File: config.mk
export PLATFORM = sky130hd
export DESIGN_NAME = dibu_code_loader
export DESIGN_NICKNAME = d
export VERILOG_FILES = /design/src/rtl/dibu_code_loader.sv
export SDC_FILE = /design/constraint.sdc
export NUM_CORES = 1
export LEC_CHECK = 0
export CAP_MARGIN = 20
export CORE_MARGIN = 2
export CORE_UTILIZATION = 35
export DETAILED_ROUTE_END_ITERATION = 10
export SLEW_MARGIN = 20
export SYNTH_ARGS = -nofsm -noshare
export SYNTH_HDL_FRONTEND = slang
export SYNTH_SLANG_ARGS = --single-unit
File: constraint.sdc
create_clock -name clk -period 2.88 [get_ports clk]
set_input_delay 0.576 -clock clk [delete_from_list [all_inputs] [get_ports clk]]
set_output_delay 0.576 -clock clk [all_outputs]
set_load 0.005 [all_outputs]
File: src/rtl/dibu_code_loader.sv
// Serial (UART 8N1) boot loader: writes a word-count-prefixed image into code memory, then releases run.
// Optional trailing checksum byte enabled by defining DIBU_LOADER_CHECKSUM_EN.
module dibu_code_loader #(
  parameter int CLKS_PER_BIT = 16,
  parameter int ADDR_W       = 8,
  parameter int CODE_W       = 16
) (
  input  logic              clk,
  input  logic              rst,
  input  logic              rx,
  output logic              run,
  output logic              code_w_en,
  output logic [ADDR_W-1:0] code_addr_in,
  output logic [CODE_W-1:0] code_in,
  output logic              busy,
  output logic              error
);

  localparam int CNT_W = $clog2(CLKS_PER_BIT + 1);
  localparam logic [CNT_W-1:0] BIT_END = CNT_W'(CLKS_PER_BIT);
  localparam logic [CNT_W-1:0] HALF    = CNT_W'(CLKS_PER_BIT / 2);

  typedef enum logic [1:0] {U_IDLE, U_START, U_DATA, U_STOP} uart_state_t;

`ifdef DIBU_LOADER_CHECKSUM_EN
  typedef enum logic [2:0] {S_COUNT, S_HI, S_LO, S_CSUM, S_DONE, S_ERR} ld_state_t;
`else
  typedef enum logic [2:0] {S_COUNT, S_HI, S_LO, S_DONE, S_ERR} ld_state_t;
`endif

  logic              r_rx_meta;
  logic              r_rx_sync;
  logic              r_rx_prev;
  uart_state_t       r_ustate;
  logic [CNT_W-1:0]  r_cnt;
  logic [2:0]        r_bit;
  logic [7:0]        r_shift;

  ld_state_t         r_state;
  logic [7:0]        r_count;
  logic [7:0]        r_hi;
  logic [ADDR_W-1:0] r_idx;
  logic              r_run;
  logic              r_code_w_en;
  logic [ADDR_W-1:0] r_code_addr;
  logic [CODE_W-1:0] r_code;
  logic              r_busy;
  logic              r_error;
`ifdef DIBU_LOADER_CHECKSUM_EN
  logic [7:0]        r_sum;
`endif

  logic              w_stop_sample;
  logic              w_byte_valid;
  logic              w_frame_err;
  logic [7:0]        w_byte;
  logic [ADDR_W-1:0] w_idx_next;
  logic              w_last_word;

  // Stop-bit sample cycle doubles as the byte strobe, so the write lands exactly one cycle later.
  assign w_stop_sample = (r_ustate == U_STOP) && (r_cnt == BIT_END);
  assign w_byte_valid  = w_stop_sample && r_rx_sync;
  assign w_frame_err   = w_stop_sample && !r_rx_sync;
  assign w_byte        = r_shift;
  assign w_idx_next    = r_idx + 1'b1;
  assign w_last_word   = (w_idx_next == ADDR_W'(r_count));

  always_ff @(posedge clk) begin
    if (rst) begin
      r_rx_meta <= 1'b1;
      r_rx_sync <= 1'b1;
      r_rx_prev <= 1'b1;
      r_ustate  <= U_IDLE;
      r_cnt     <= '0;
      r_bit     <= '0;
      r_shift   <= '0;
    end else begin
      r_rx_meta <= rx;
      r_rx_sync <= r_rx_meta;
      r_rx_prev <= r_rx_sync;
      case (r_ustate)
        U_IDLE: begin
          if (r_rx_prev && !r_rx_sync) begin
            r_ustate <= U_START;
            r_cnt    <= CNT_W'(1);
          end
        end
        U_START: begin
          if (r_cnt == HALF) begin
            // A start bit that is high again at mid-bit was only a glitch.
            r_ustate <= r_rx_sync ? U_IDLE : U_DATA;
            r_cnt    <= CNT_W'(1);
            r_bit    <= '0;
          end else begin
            r_cnt <= r_cnt + 1'b1;
          end
        end
        U_DATA: begin
          if (r_cnt == BIT_END) begin
            r_shift <= {r_rx_sync, r_shift[7:1]};
            r_cnt   <= CNT_W'(1);
            r_bit   <= r_bit + 1'b1;
            if (r_bit == 3'd7) r_ustate <= U_STOP;
          end else begin
            r_cnt <= r_cnt + 1'b1;
          end
        end
        U_STOP: begin
          if (r_cnt == BIT_END) r_ustate <= U_IDLE;
          else                  r_cnt    <= r_cnt + 1'b1;
        end
        default: r_ustate <= U_IDLE;
      endcase
    end
  end

  always_ff @(posedge clk) begin
    if (rst) begin
      r_state     <= S_COUNT;
      r_count     <= '0;
      r_hi        <= '0;
      r_idx       <= '0;
      r_run       <= 1'b0;
      r_code_w_en <= 1'b0;
      r_code_addr <= '0;
      r_code      <= '0;
      r_busy      <= 1'b0;
      r_error     <= 1'b0;
`ifdef DIBU_LOADER_CHECKSUM_EN
      r_sum       <= '0;
`endif
    end else begin
      r_code_w_en <= 1'b0;
      if (w_frame_err && r_state != S_DONE && r_state != S_ERR) begin
        r_state <= S_ERR;
        r_error <= 1'b1;
        r_run   <= 1'b0;
        r_busy  <= 1'b0;
      end else begin
        case (r_state)
          S_COUNT: begin
            if (w_byte_valid) begin
              if (w_byte == 8'd0) begin
`ifdef DIBU_LOADER_CHECKSUM_EN
                r_state <= S_CSUM;
                r_busy  <= 1'b1;
`else
                r_state <= S_DONE;
                r_run   <= 1'b1;
`endif
              end else begin
                r_count <= w_byte;
                r_busy  <= 1'b1;
                r_state <= S_HI;
              end
            end
          end
          S_HI: begin
            if (w_byte_valid) begin
              r_hi    <= w_byte;
`ifdef DIBU_LOADER_CHECKSUM_EN
              r_sum   <= r_sum + w_byte;
`endif
              r_state <= S_LO;
            end
          end
          S_LO: begin
            if (w_byte_valid) begin
              r_code_w_en <= 1'b1;
              r_code_addr <= r_idx;
              r_code      <= CODE_W'({r_hi, w_byte});
              r_idx       <= w_idx_next;
`ifdef DIBU_LOADER_CHECKSUM_EN
              r_sum       <= r_sum + w_byte;
              r_state     <= w_last_word ? S_CSUM : S_HI;
`else
              r_state     <= w_last_word ? S_DONE : S_HI;
`endif
            end
          end
`ifdef DIBU_LOADER_CHECKSUM_EN
          S_CSUM: begin
            if (w_byte_valid) begin
              if (w_byte == r_sum) begin
                r_state <= S_DONE;
                r_run   <= 1'b1;
              end else begin
                r_state <= S_ERR;
                r_error <= 1'b1;
              end
              r_busy <= 1'b0;
            end
          end
`endif
          S_DONE: begin
            r_run  <= 1'b1;
            r_busy <= 1'b0;
          end
          S_ERR: begin
            r_error <= 1'b1;
            r_run   <= 1'b0;
            r_busy  <= 1'b0;
          end
          default: r_state <= S_ERR;
        endcase
      end
    end
  end

  assign run          = r_run;
  assign code_w_en    = r_code_w_en;
  assign code_addr_in = r_code_addr;
  assign code_in      = r_code;
  assign busy         = r_busy;
  assign error        = r_error;

endmodule

==> results.md, run 1 <==
- Status: complete, no violations
- Detailed Place HPWL: roughly 4400 um
- Die area: approximately 10000 um2
- DRC: 0
- Clock Path Buffers: 2
- Worst-path fanout max: 14
- Period utilization: 78.0%
- Register area share after synthesis: a little under half
- Total CTS buffers: 9
- Initial drt markers: 82
- Async set-reset flop share out of synthesis: 0%
- Worst-Skew Late Latency: about 0.35 ns
- Setup repair bufs after CTS: 0
- RSZ-0062 raised after global routing: no
- Placer Congestion: 0.791
- Max Clk Rate: between 0.4 and 0.5 GHz
- DR pass1 iterations: 4
- Via density: 5.06
- Layout Nets: around 400
- Setup Slack @ Placement: just over 0.6 ns
- Clock Skews: about 0.014 ns
- Flops & latches, synth: 76
- Worst-path clk slew: around 0.090 ns
- Pleak: 1.37 nW
- Syn Nets: just under 400
- Largest net degree at the start of global routing: 60
- Final TNS setup: 0 ns
- Initial antenna violation count: 0
- Pwr/cell area: roughly 490 nW/um2
- Initial core utilization: between 30% and 40%
- Antenna viol nets, final: 0
- Dpl cell area: around 3600 um2
- Tmin final: between 2 and 2.5 ns
- Area Overhead vs Synth: 15.9%
- H-tree levels: 3
- Core area: slightly above 9000 um2
- WP data required: about 3.2 ns
- R2R cell count: 4
- Crit path largest cell delay: approximately 0.8 ns
- CP bufs+invs: 0
- Relative slew slack: 57.6%
- Die width: just over 100 um
- CTS Sinks: 76
- CTS tree: yes
- Setup violators final: 0
- Top-Level Pins: 31
- HP Class: flop to flop
- CP Depth: 4
- Hold_ws: about 0.4 ns
- CP cell instances: nand2_1 -> or4_1 -> or3_1 -> a21oi_1
- Final instance area: between 3000 and 4000 um2
- Die Y-Extent: approximately 100 um
- Hold Buf Count CTS: 0
- Crit Path Category: flop to flop
- Top_reg_cell synth: dfxtp_1
- Share of layout cells above drive strength 1: under 10%
- Diode count: 0
- Total grt overflow: 0
- MaxCap Viol Count: 0
- Fillers: 948
- Most frequent cells in the layout: 78 x nand2_1, 76 x dfxtp_1, 45 x a21oi_1
- First-pass GRT wire length: roughly 11000 um
- Synth cell types: 52
- Crit start category: flop
- EDFF count, synth: 0
- Slew @ Worst Pin: between 0.6 and 0.7 ns
- Maximum VDD drop: between 0.15 and 0.2 mV
- Vias in the first global route: 2453
- Total track usage: 13.9%
- Crit end category: flop
- Commonest non-fill, non-tap cell in the layout: nand2_1
- Clk root buf: clkbuf_8
- Post-Syn Instances: approximately 380
- Number of cell rows: 35
- Yosys warning total: 0
- Syn Area/Cell: ~8.6 um2
- Crit path DAT: around 2.5 ns
- Routed wire length: 6590 um
- Port Buffers: 30
- Slowest cell on the critical path: or4_1
- Worst Hold Depth: 1
- DR vias: between 2000 and 3000
- Netlist Area Pre-Place: ~3300 um2
- Max Slew Vio Count: 0
- Fin. Hold Viols: 0
- Post-CTS Resized: 0
- Final worst slack: around 0.63 ns
- WL/cell: between 10 and 15 um
- Crit-path leading delay family: simple AND/OR/NAND/NOR gates
==> cells in the mapped netlist (2+ instances only) <==
cell,count,share of area [%]
or2_2,4,0.76
a211oi_1,5,1.1
or4_1,3,0.69
a22oi_1,2,0.46
nand3_1,7,1.1
nand4bb_1,2,0.69
nand2b_1,3,0.57
nand2_1,78,8.9
or3_1,5,0.95
mux2i_1,16,4.9
a311oi_1,2,0.53
dfxtp_1,76,46
a41oi_1,2,0.53
ha_1,5,1.9
clkbuf_1,12,1.4
o31ai_1,2,0.46
nor2b_1,2,0.38
buf_6,5,1.7
o21ai_0,7,1.1
buf_2,5,0.76
a21oi_1,45,6.9
inv_1,2,0.23
nor4_1,2,0.38
nor3b_1,3,0.69
nor2_1,43,4.9
xnor2_1,8,2.1
xor2_1,5,1.3
nand3b_1,4,0.91
nor3b_2,2,0.76
nor3_1,3,0.46
==> through the flow <==
stage                     cells  utilization, %  power [mW]
final                       519            41.6        1.85
after CTS                   519            41.6        1.88
after global routing        519            41.6        1.93
after floorplan             382               -        1.11
after detailed placement    503            39.6        1.12
after global placement      503            39.6        1.12
==> where the power goes <==
group / internal (mW) / switching [mW] / total [mW]
Combinational: 0.0129 / 0.0260 / 0.0389
Clock: 0.326 / 0.427 / 0.754
Sequential: 1.05 / 0.00595 / 1.06
==> layout make-up <==
cell class              count  area [um2]  area share, %
multi-input cells         280        1620           42.5
flip-flops and latches     76        1520           40.0
repair buffers             34         338           8.88
well taps                 111         139           3.65
clock buffers               9         124           3.25
clock inverters             7        58.8           1.55
inverters                   2        7.51          0.197
==> metal layers <==
layer,up-vias,part of all wire (%),GRT usage (%)
met1,1225,49,18.2
met2,33,46,22.1
met5,-,0,0
met3,13,2.5,2.43
met4,0,1.8,7.17
li1,1356,-,-
==> cells by family (layout without fill, tap and decap cells) <==
kind of cell	after synthesis	in the layout	synth area share, %
AND/OR/NAND/NOR	171	171	25.3
flip-flops	76	76	46.3
AO/OA/AOI/OAI	75	75	13.7
buffers and inverters	26	52	4.42
multiplexers	16	16	4.88
XOR/XNOR	13	13	3.47
adder cells (fa/ha/maj)	5	5	1.90
==> registers in the layout (all words and copies together), names as in the netlist, 3 cells and up, named ones only <==
signal	count
r_hi	8
r_shift	8
r_bit	3
r_state	3
code_in	16
code_addr_in	8
r_count	8
r_idx	8
r_cnt	5
==> path summary, 6_finish.rpt <==
path,start,endpoint,slack (ns)
setup / recovery,r_ustate[0]$_SDFFE_PP0P_,r_idx[5]$_SDFFE_PP0P_,0.63
hold / removal,r_rx_meta$_SDFF_PP1_,r_rx_sync$_SDFF_PP1_,0.41
setup reg to reg,r_ustate[0]$_SDFFE_PP0P_,r_idx[5]$_SDFFE_PP0P_,0.63
hold reg to reg,r_rx_meta$_SDFF_PP1_,r_rx_sync$_SDFF_PP1_,0.41
No activity file was read; power rests on OpenSTA's default activity.
==> inputs of run 2 (changes only) <==
clock period = 2.2 ns   (was 2.88 ns; I/O delays follow)
==> results.md, run 2 (synthesis results as in run 1) <==
- Core area: 9150 um2 (unchanged)
- Detailed Place HPWL: 4550 um (was 4360 um)
- Total track usage: 14.7% (was 13.9%)
- H-tree levels: 3 (unchanged)
- Slew @ Worst Pin: 0.460 ns (was 0.633 ns)
- Port Buffers: 30 (unchanged)
- Overall power: 2.68 mW (was 1.85 mW)
- Worst-path fanout max: 10 (was 14)
- Register area: 1520 um2 (unchanged)
- Clock Skews: 0.00699 ns (was 0.0137 ns)
- HP Class: flop to flop (unchanged)
- CP cell instances: inv_1 -> ha_1 -> nand4bb_1 -> or4_4 -> or3_1 -> a21oi_1 (was nand2_1 -> or4_1 -> or3_1 -> a21oi_1)
- CTS tree: yes (unchanged)
- Layout Nets: 425 (was 411)
- Antenna viol nets, final: 0 (unchanged)
- Vias in the first global route: 2606 (was 2453)
- Slowest cell on the critical path: or4_4 (was or4_1)
- Clk root buf: clkbuf_8 (unchanged)
- Most frequent cells in the layout: 78 x nand2_1, 76 x dfxtp_1, 45 x a21oi_1 (unchanged)
- Crit start category: flop (unchanged)
- Fillers: 909 (was 948)
- Routed wire length: 6760 um (was 6590 um)
- Via density: 5.02 (was 5.06)
- Largest register FFs: 16 (unchanged)
- Reg2reg start: r_cnt[1]$_SDFFE_PP0P_ (was r_ustate[0]$_SDFFE_PP0P_)
- Relative slew slack: 69.1% (was 57.6%)
- Commonest non-fill, non-tap cell in the layout: nand2_1 (unchanged)
- Reg-to-reg slack, setup: 0.21 ns (was 0.63 ns)
- Die width: 101 um (unchanged)
- Placer Congestion: 0.821 (was 0.791)
- Max Slew Vio Count: 0 (unchanged)
- CTS Sinks: 76 (unchanged)
- Number of cell rows: 35 (unchanged)
- Worst-path clk slew: 0.08 ns (was 0.09 ns)
- Die Y-Extent: 101 um (unchanged)
- Top-Level Pins: 31 (unchanged)
- Setup repair bufs after CTS: 0 (unchanged)
- DR vias: 2674 (was 2627)
- Multi-input gate area: 1620 um2 (about the same)
- Initial antenna violation count: 0 (unchanged)
- Pleak: 1.46 nW (was 1.37 nW)
- Total CTS buffers: 9 (unchanged)
- Crit end category: flop (unchanged)
- Worst-Skew Late Latency: 0.36 ns (was 0.35 ns)
- R2R cell count: 6 (was 4)
- Crit path DAT: 2.27 ns (was 2.53 ns)
- WL/cell: 12.7 um (about the same)
- Initial drt markers: 87 (was 82)
- MaxCap Viol Count: 0 (unchanged)
- Status: complete, no violations (unchanged)
- HP Start: r_rx_meta$_SDFF_PP1_ (unchanged)
- Hold Buf Count CTS: 0 (unchanged)
- First-pass GRT wire length: 12000 um (was 11400 um)
- Max Clk Rate: 0.503 GHz (was 0.445 GHz)
- Clock Path Buffers: 2 (unchanged)
- Tmin final: 1.99 ns (was 2.25 ns)
- Worst Hold Depth: 1 (unchanged)
- Setup violators final: 0 (unchanged)
- RR Endpoint: r_idx[5]$_SDFFE_PP0P_ (unchanged)
- Total grt overflow: 0 (unchanged)
- Pwr/cell area: 673 nW/um2 (was 487 nW/um2)
- DR pass1 iterations: 4 (unchanged)
- Initial core utilization: 35.9% (unchanged)
- Period utilization: 90.4% (was 78.0%)
- Crit Path Category: flop to flop (unchanged)
- Final TNS setup: 0 ns (unchanged)
- Final worst slack: 0.211 ns (was 0.634 ns)
- Die area: 10200 um2 (unchanged)
- Setup Slack @ Placement: 0.118 ns (was 0.618 ns)
- Largest net degree at the start of global routing: 57 (was 60)
- WP data required: 2.48 ns (was 3.16 ns)
- Fin. Hold Viols: 0 (unchanged)
- Maximum VDD drop: 0.312 mV (was 0.190 mV)
- Area Overhead vs Synth: 21.1% (was 15.9%)
- RSZ-0062 raised after global routing: no (unchanged)
- DRC: 0 (unchanged)
- Diode count: 0 (unchanged)
- Crit path largest cell delay: 0.64 ns (was 0.80 ns)
- Share of layout cells above drive strength 1: 11.1% (was 7.84%)
- Worst Hold End: r_rx_sync$_SDFF_PP1_ (unchanged)
-- run 2: cell type report --
cell class              instances  share of cell area, %
clock buffers                  10                   3.46
flip-flops and latches         76                   38.3
clock inverters                 6                   2.36
repair buffers                 48                   11.5
inverters                       2                  0.189
multi-input cells             280                   40.8
well taps                     111                   3.49
-- run 2: power by group --
| part | total (mW) | internal [mW] | switching (mW) |
|---|---|---|---|
| Clock | 1.23 | 0.682 | 0.551 |
| Combinational | 0.0642 | 0.0229 | 0.0413 |
| Sequential | 1.38 | 1.38 | 0.00217 |
| Total | 2.68 | 2.08 | 0.594 |
-- run 2: worst max-delay path by stage --
stage | startpoint | endpoint | slack [ns]
6_report | r_cnt[1]$_SDFFE_PP0P_ | r_idx[5]$_SDFFE_PP0P_ | 0.21
5_1_grt | r_cnt[1]$_SDFFE_PP0P_ | r_cnt[4]$_SDFFE_PP0P_ | 0.07
4_1_cts | r_cnt[1]$_SDFFE_PP0P_ | r_idx[5]$_SDFFE_PP0P_ | 0.09
3_5_place_dp | r_cnt[1]$_SDFFE_PP0P_ | r_idx[3]$_SDFFE_PP0P_ | 0.12
3_3_place_gp | r_cnt[1]$_SDFFE_PP0P_ | r_idx[3]$_SDFFE_PP0P_ | 0.17
2_1_floorplan | r_cnt[0]$_SDFFE_PP0P_ | r_cnt[3]$_SDFFE_PP0P_ | 0.32
-- run 2: per-layer routing --
metal	GRT usage [%]	wire length (um)	vias to the layer above
met1	19.0	3350	1251
li1	-	-	1386
met2	23.4	3100	27
met4	6.32	115	0
met3	3.33	198	10
met5	0	0	-
-- run 2: repair_timing --
action                                  4_1_cts  5_1_grt
endpoints found under the setup margin        0        2
endpoints found under the hold margin         0        0
resized for setup                             0        1
-- run 2: stage by stage --
step | util [%] | hold slack [ns] | instances | instance area, um2
after floorplan | - | 0.389 | 382 | 3280
after CTS | 43.4 | 0.426 | 533 | 3970
after global placement | 40.9 | 0.399 | 517 | 3740
after detailed placement | 40.9 | 0.403 | 517 | 3740
final | 43.4 | 0.420 | 533 | 3980
after global routing | 43.4 | 0.438 | 533 | 3980
-- run 2: critical path, delay by kind of cell, from the launching register on --
family | cells | cell delay (ns)
adder cells (fa/ha/maj) | 1 | 0.18
AND/OR/NAND/NOR | 3 | 1.15
AO/OA/AOI/OAI | 1 | 0.17
flip-flops | 1 | 0.35
buffers and inverters | 1 | 0.08
==> inputs of run 3 (changes only) <==
CORE_UTILIZATION = 25   (was 35)
MAX_ROUTING_LAYER = met4   (was not set)
SKIP_CTS_REPAIR_TIMING = 1   (was not set)
==> results.md, run 3 (synthesis results as in run 1) <==
- Status: complete, no violations (unchanged)
- RSZ-0062 raised after global routing: no (unchanged)
- Initial drt markers: 121 (was 87)
- Diode count: 0 (unchanged)
- MaxCap Viol Count: 0 (unchanged)
- Total CTS buffers: 9 (unchanged)
- Worst-Skew Late Latency: 0.34 ns (was 0.36 ns)
- Slew @ Worst Pin: 0.494 ns (was 0.460 ns)
- WP data required: 2.46 ns (was 2.48 ns)
- Setup violators final: 0 (unchanged)
- P_int: 2.19 mW (was 2.08 mW)
- First-pass GRT wire length: 12100 um (was 12000 um)
- Crit Path Category: flop to flop (unchanged)
- Initial antenna violation count: 0 (unchanged)
- CP cell instances: inv_1 -> ha_1 -> nand4bb_1 -> buf_4 -> nor4_4 -> buf_4 -> nand2_1 -> a21oi_1 (was inv_1 -> ha_1 -> nand4bb_1 -> or4_4 -> or3_1 -> a21oi_1)
- Total grt overflow: 0 (unchanged)
- Layout Nets: 430 (was 425)
- Vias in the first global route: 2598 (was 2606)
- Area Overhead vs Synth: 25.8% (was 21.1%)
- Sequential power share: 47.9% (was 51.6%)
- Clk root buf: clkbuf_16 (was clkbuf_8)
- Share of layout cells above drive strength 1: 12.2% (was 11.1%)
- Max Clk Rate: 0.491 GHz (was 0.503 GHz)
- DRC: 0 (unchanged)
- Reg-to-reg slack, setup: 0.16 ns (was 0.21 ns)
- WL/cell: 12.1 um (was 12.7 um)
- Largest register FFs: 16 (unchanged)
- Pwr/cell area: 698 nW/um2 (was 673 nW/um2)
- Worst-path clk slew: 0.06 ns (was 0.08 ns)
- Final TNS setup: 0 ns (unchanged)
- Antenna viol nets, final: 0 (unchanged)
- RR Endpoint: code_in[0]$_SDFFE_PP0P_ (was r_idx[5]$_SDFFE_PP0P_)
- Worst Hold End: r_rx_sync$_SDFF_PP1_ (unchanged)
- Commonest non-fill, non-tap cell in the layout: nand2_1 (unchanged)
- H-tree levels: 3 (unchanged)
- Final worst slack: 0.162 ns (was 0.211 ns)
- Slowest cell on the critical path: nor4_4 (was or4_4)
- HP Class: flop to flop (unchanged)
- Crit end category: flop (unchanged)
- Port Buffers: 30 (unchanged)
- Placer Congestion: 0.827 (was 0.821)
- Number of cell rows: 41 (was 35)
- Max Slew Vio Count: 0 (unchanged)
- Die area: 14100 um2 (was 10200 um2)
- Largest net degree at the start of global routing: 30 (was 57)
- Worst-path fanout max: 11 (was 10)
- Worst Hold Depth: 1 (unchanged)
- Sw Pwr: 0.688 mW (was 0.594 mW)
- Reg2reg start: r_cnt[1]$_SDFFE_PP0P_ (unchanged)
- Clock Skews: 0.00940 ns (was 0.00699 ns)
- CTS tree: yes (unchanged)
- Tmin final: 2.04 ns (was 1.99 ns)
- Via density: 4.48 (was 5.02)
- Pleak: 1.50 nW (was 1.46 nW)
- Total track usage: 10.8% (was 14.7%)
- Core area: 12700 um2 (was 9150 um2)
- Net Sw Frac: 23.9% (was 22.2%)
- Clock Path Buffers: 2 (unchanged)
- Relative slew slack: 66.8% (was 69.1%)
- Most frequent cells in the layout: 78 x nand2_1, 76 x dfxtp_1, 45 x a21oi_1 (unchanged)
- Setup Slack @ Placement: 0.100 ns (was 0.118 ns)
- Routed wire length: 7250 um (was 6760 um)
- Initial core utilization: 25.8% (was 35.9%)
- HP Start: r_rx_meta$_SDFF_PP1_ (unchanged)
- Combinational Power Share: 2.2% (was 2.4%)
- Maximum VDD drop: 0.435 mV (was 0.312 mV)
- Clk network pwr share: 49.9% (was 46.0%)
- Crit path largest cell delay: 0.51 ns (was 0.64 ns)
- DR vias: 2682 (was 2674)
- Crit. Startpoint: r_cnt[1]$_SDFFE_PP0P_ (unchanged)
- CTS Sinks: 76 (unchanged)
- Period utilization: 92.6% (was 90.4%)
- Fin. Hold Viols: 0 (unchanged)
- DR pass1 iterations: 4 (unchanged)
- Die width: 119 um (was 101 um)
- R2R cell count: 8 (was 6)
- Crit path DAT: 2.30 ns (was 2.27 ns)
- Crit start category: flop (unchanged)
- Die Y-Extent: 119 um (was 101 um)
- Top cell by count, worst path: buf_4
- Detailed Place HPWL: 5070 um (was 4550 um)
- Top-Level Pins: 31 (unchanged)
-- run 3: cell types whose count changed in the layout (fill, tap and decap cells not counted) --
cell / previous run / this run
nor3b_4: 0 / 1
bufinv_16: 2 / 0
clkinv_4: 0 / 1
buf_4: 16 / 23
clkbuf_16: 0 / 9
nor3b_2: 2 / 1
inv_8: 0 / 2
buf_12: 2 / 0
clkbuf_8: 10 / 0
-- run 3: worst max-delay path by stage --
| stage | endpoint | slack [ns] | depth (start not counted) |
|---|---|---|---|
| finish | code_in[0]$_SDFFE_PP0P_ | 0.16 | 8 |
| global route | code_in[0]$_SDFFE_PP0P_ | 0.001 | 8 |
| CTS | r_cnt[4]$_SDFFE_PP0P_ | 0.08 | 7 |
| detailed placement | r_cnt[4]$_SDFFE_PP0P_ | 0.10 | 7 |
| global placement | r_idx[3]$_SDFFE_PP0P_ | 0.18 | 7 |
| floorplan | r_cnt[3]$_SDFFE_PP0P_ | 0.32 | 7 |
-- run 3: layer usage --
| metal | global-route usage (%) | up-vias | share of wire, % |
|---|---|---|---|
| met2 | 16.7 | 32 | 46 |
| met1 | 13.4 | 1242 | 49 |
| met5 | - | - | 0 |
| li1 | - | 1396 | - |
| met3 | 2.41 | 12 | 3.3 |
| met4 | 4.91 | 0 | 1.8 |
-- run 3: worst max-delay path, delay by kind of cell, from the launching register on --
family                   cells  cell delay (ns)
flip-flops                   1             0.33
buffers and inverters        3             0.56
adder cells (fa/ha/maj)      1             0.18
AND/OR/NAND/NOR              3             0.72
AO/OA/AOI/OAI                1             0.16
-- run 3: per-stage QoR --
stage               utilization (%)  hold WS, ns  instances  power, mW  area (um2)
finish                         32.5        0.410        599       2.88        4130
global route                   32.5        0.429        599       2.98        4130
CTS                            32.3        0.414        598       2.91        4110
detailed placement             30.0        0.399        582       1.48        3820
global placement               30.0        0.397        582       1.47        3820
floorplan                         -        0.389        382       1.46        3280
-- run 3: final cells by class --
type                            instances  area [um2]
Sequential cell                        76        1520
Timing Repair Buffer                   53         468
Clock buffer                            9         225
Clock inverter                          7        65.1
Fill cell                            1346        8590
Inverter                                2        7.51
Tap cell                              172         215
Multi-Input combinational cell        280        1630
-- run 3: power by group through the flow --
stage          Clock, mW  Combinational, mW  Sequential, mW
2_1_floorplan          0             0.0419            1.41
6_report            1.44             0.0634            1.38
3_5_place_dp           0             0.0619            1.41
5_1_grt             1.53             0.0710            1.38
3_3_place_gp           0             0.0610            1.41
4_1_cts             1.47             0.0618            1.38
